`src/rtl/stopwatch_ctrl.sv`:
```
// stopwatch_ctrl: run/pause/clear controller for the stopwatch counter chain.
// Turns synchronised button levels into a three-state run FSM, generates the
// per-second count enable and a one-cycle clear pulse for the counters.
// Optional lap feature: define STOPWATCH_LAP_EN to add the lap/lap_hold ports.
//
// Edge detection: each button keeps a previous-sample register and an edge is
// btn & ~btn_q at the clock edge, so a held button yields a single edge.
// Edge priority: reset > min_end > stop > start (lap is independent).
module stopwatch_ctrl #(
   parameter int TICK_DIV = 100_000_000
) (
   input  logic       clk,
   input  logic       rst_n,
   input  logic       start,
   input  logic       stop,
   input  logic       reset,
   input  logic       min_end,
`ifdef STOPWATCH_LAP_EN
   input  logic       lap,
   output logic       lap_hold,
`endif
   output logic       running,
   output logic       count_en,
   output logic       clr,
   output logic [1:0] state
);

   localparam int PW = (TICK_DIV > 1) ? $clog2(TICK_DIV) : 1;
   localparam logic [PW-1:0] PRESC_MAX = PW'(TICK_DIV - 1);

   typedef enum logic [1:0] {
      IDLE  = 2'b00,
      RUN   = 2'b01,
      PAUSE = 2'b10
   } state_t;

   state_t        state_q, state_d;
   logic          start_q, stop_q, reset_q;
   logic          start_edge, stop_edge, reset_edge;
   logic [PW-1:0] presc_q, presc_d;
   logic          clr_q, clr_d;

   assign start_edge = start & ~start_q;
   assign stop_edge  = stop  & ~stop_q;
   assign reset_edge = reset & ~reset_q;

   // State, button history, prescaler and clear pulse registers.
   always_ff @(posedge clk or negedge rst_n) begin
      if (!rst_n) begin
         state_q <= IDLE;
         start_q <= 1'b0;
         stop_q  <= 1'b0;
         reset_q <= 1'b0;
         presc_q <= '0;
         clr_q   <= 1'b0;
      end else begin
         state_q <= state_d;
         start_q <= start;
         stop_q  <= stop;
         reset_q <= reset;
         presc_q <= presc_d;
         clr_q   <= clr_d;
      end
   end

   // Next state, clear request and prescaler update.
   always_comb begin
      state_d = state_q;
      clr_d   = 1'b0;
      presc_d = presc_q;
      case (state_q)
         IDLE: begin
            if (reset_edge) begin
               clr_d = 1'b1;
            end else if (start_edge) begin
               state_d = RUN;
            end
         end
         RUN: begin
            if (reset_edge || min_end) begin
               state_d = IDLE;
               clr_d   = 1'b1;
            end else if (stop_edge) begin
               state_d = PAUSE;
            end
         end
         PAUSE: begin
            if (reset_edge) begin
               state_d = IDLE;
               clr_d   = 1'b1;
            end else if (start_edge) begin
               state_d = RUN;
            end
         end
         default: begin
            // Unreachable code 2'b11: recover to IDLE and clear the counters.
            state_d = IDLE;
            clr_d   = 1'b1;
         end
      endcase
      // The prescaler only advances while the current state is RUN, so a stop
      // edge on the pulse cycle still wraps it and PAUSE then holds the value.
      if (state_d == IDLE) begin
         presc_d = '0;
      end else if (state_q == RUN) begin
         presc_d = (presc_q == PRESC_MAX) ? '0 : presc_q + 1'b1;
      end
   end

`ifdef STOPWATCH_LAP_EN
   logic lap_q;
   logic lap_hold_q;

   // Lap toggles the display freeze while running; any entry to IDLE clears it.
   always_ff @(posedge clk or negedge rst_n) begin
      if (!rst_n) begin
         lap_q      <= 1'b0;
         lap_hold_q <= 1'b0;
      end else begin
         lap_q <= lap;
         if (state_d == IDLE) begin
            lap_hold_q <= 1'b0;
         end else if ((state_q == RUN) && lap && !lap_q) begin
            lap_hold_q <= ~lap_hold_q;
         end
      end
   end

   assign lap_hold = lap_hold_q;
`endif

   // Outputs decode registers only, so they are glitch-free.
   assign state    = state_q;
   assign running  = (state_q == RUN);
   assign count_en = (state_q == RUN) && (presc_q == PRESC_MAX);
   assign clr      = clr_q;

endmodule

```
`config.mk`:
```
export PLATFORM = sky130hd
export DESIGN_NAME = stopwatch_ctrl
export DESIGN_NICKNAME = d
export VERILOG_FILES = /design/src/rtl/stopwatch_ctrl.sv
export SDC_FILE = /design/constraint.sdc
export NUM_CORES = 1
export LEC_CHECK = 0
export ABC_AREA = 0
export BUFFER_PORTS_ARGS = -buffer_cell sky130_fd_sc_hd__clkbuf_2
export CAP_MARGIN = 20
export CORE_ASPECT_RATIO = 0.6
export CORE_MARGIN = 3
export CORE_UTILIZATION = 40
export DETAILED_ROUTE_END_ITERATION = 8
export SLEW_MARGIN = 10
export SYNTH_ARGS = -nofsm -noshare
export SYNTH_HDL_FRONTEND = slang
export SYNTH_SLANG_ARGS = --single-unit
```
`constraint.sdc`:
```
create_clock -name clk -period 2.9 [get_ports clk]
set_input_delay 0.87 -clock clk [delete_from_list [all_inputs] [get_ports clk]]
set_output_delay 0.87 -clock clk [all_outputs]
set_load 0.005 [all_outputs]
```
==> impl_metrics.json <==
{
  "status": "complete, no violations",
  "fillers": 400,
  "syn_nets": 191,
  "clock_path_buffers": 2,
  "die_x_um": 91.8,
  "postLayoutCellArea_mm2": 0.00203,
  "start_kind": "flip-flop",
  "final_antenna_net_count": 0,
  "utilization": 0.488,
  "fin_tns_setup_ps": 0,
  "synth_area_per_cell_um2": 9.59,
  "multi_input_area_um2": 926,
  "clk_latency_ps": 280,
  "core_mm2": 0.00417,
  "synth-edff-count": 0,
  "wl_per_cell_um": 15.5,
  "diodes": 0,
  "die_h_um": 57.5,
  "gp_congestion": 0.849,
  "ys_seq_elements": 33,
  "cts_tree": "built",
  "ys_seq_area_frac": 0.468,
  "via_per_inst": 5.64,
  "overflow": 0,
  "path_clk_slew_ps": 70,
  "skew_ps": 8.61,
  "endpoint_kind": "output port",
  "p_leak_nw": 0.808,
  "min_period_ps": 2630,
  "required_ps": 2030,
  "syn-cell-area_mm2": 0.00177,
  "io_buffers": 10,
  "synthTopCellsByArea": "dfrtp_1, xor2_1, nand4_1",
  "grt_usage": 0.164,
  "first_global_vias": 1391,
  "netlist_instances": 184,
  "tightest_slew_ps": 832,
  "hold_viol": 0,
  "cts_post_setup_buffers_inserted": 0,
  "antenna_found_initial": 0,
  "rsz0062_at_grt": "false",
  "dominantRegCellSynth": "dfrtp_1",
  "final_common_cell": "dfrtp_1",
  "layout_worst_path_cycle_share": 0.908,
  "clockRootBuffer": "clkbuf_8",
  "routed_wl_um": 4080,
  "max_freq_mhz": 380,
  "path_class": "flip-flop to output port",
  "finalSetupViolCount": 0,
  "seqCellArea_um2": 826,
  "yosysTopAreaCell": "dfrtp_1",
  "finalPower_uw": 925,
  "grt_pass1_wl_um": 6830,
  "yosysWarnings": 0,
  "worstPathMaxFanout": 5,
  "postPlaceCellArea_mm2": 0.00191,
  "cts.sinks": 33,
  "rows": 18,
  "start_util": 0.424,
  "die_area_mm2": 0.00527,
  "p_per_area_mw_per_mm2": 455,
  "arrival_ps": 1760,
  "h-tree-depth": 2,
  "drt_iter0_drc": 92,
  "ios": 11,
  "drive_above_1_share": 0.192,
  "num_vias": 1484,
  "slew_viol_final": 0,
  "area_growth_pct": 15.2,
  "vdd_ir_drop_max_v": 0.000190,
  "numCtsBuffers": 5,
  "drc": 0,
  "relSlewSlack": 0.445,
  "hp-class": "flip-flop to flip-flop",
  "firstDrtPassIters": 4,
  "maxCapViolCount": 0,
  "synth_cell_types": 47,
  "grt_max_degree": 34,
  "hpwl_um": 2860,
  "final_nets": 209,
  "layout_common_cells": "dfrtp_1, nor2_1, nand2_1",
  "async_flop_share": 1.00,
  "synth_top_area_share": 0.468
}
registers in the layout, summed over array words and instances, names as in the netlist:
signal / count
presc_q: 27
start_q: 1
state: 2
stop_q: 1
clr: 1
reset_q: 1
per-stage QoR:
stage / worst slack (ps) / hold WS (ps) / cells
floorplan: 430 / 463 / 184
global placement: 393 / 487 / 255
detailed placement: 228 / 495 / 255
CTS: 26.4 / 515 / 263
global route: 123 / 590 / 263
finish: 267 / 513 / 263
where the power goes:
group	internal, mW	switching, mW
Combinational	0.0226	0.0457
Clock	0.215	0.172
Sequential	0.466	0.00416
Total	0.703	0.222
worst paths after layout:
path	slack, ps	to	start	depth (start not counted)
max in group asynchronous	1690	stop_q	rst_n	1
setup reg to reg	790	presc_q[3]	presc_q[11]	5
setup / recovery	270	count_en	presc_q[0]	6
min in group asynchronous	670	presc_q[23]	rst_n	1
hold / removal	510	presc_q[6]	presc_q[6]	2
hold reg to reg	510	presc_q[6]	presc_q[6]	2
worst max-delay path: stages, from the launching register on:
cell and delay, ps:
dfrtp_1 380, ha_2 230, nand4_1 210, nor2_2 180, nand2_2 120, nor4_4 190
clkbuf_2 160
Yosys cell counts (3+ instances only):
cell type and n:
o21ai_0 10, xor2_1 12, a21oi_1 7, nand4_1 12
nor3_1 7, inv_1 3, nor2_1 20, nand2_1 19
nand3_1 10, dfrtp_1 33, nand2b_1 3, a31oi_1 4
nor4_1 3
per-layer routing:
layer  GRT usage  share of wire  vias to the layer above
met5           0              0                        -
met4      0.0338         0.0051                        0
met3      0.0448          0.034                        2
met2       0.234           0.43                       30
met1       0.250           0.53                      733
li1            -              -                      719
timing repair:
action                                  4_1_cts  5_1_grt
gates resized for setup                       1        4
hold buffers                                  0        0
pin swaps                                     0        3
endpoints found under the setup margin        1        1
hold endpoints to repair                      0        0
cell type report:
cell class | count | area share
Tap cell | 60 | 0.0369
Inverter | 3 | 0.00554
Multi-Input combinational cell | 143 | 0.455
Sequential cell | 33 | 0.406
Timing Repair Buffer | 16 | 0.0467
Clock buffer | 7 | 0.0474
Clock inverter | 1 | 0.00246
logic make-up after synthesis:
logic type	after synthesis	share of synthesized area
compound gates	31	0.119
xor+xnor	13	0.0645
fa+ha+maj	1	0.00709
simple gates	97	0.315
mux	1	0.00638
buf+inv	8	0.0206
flops	33	0.468
No activity file was read; power rests on OpenSTA's default activity.
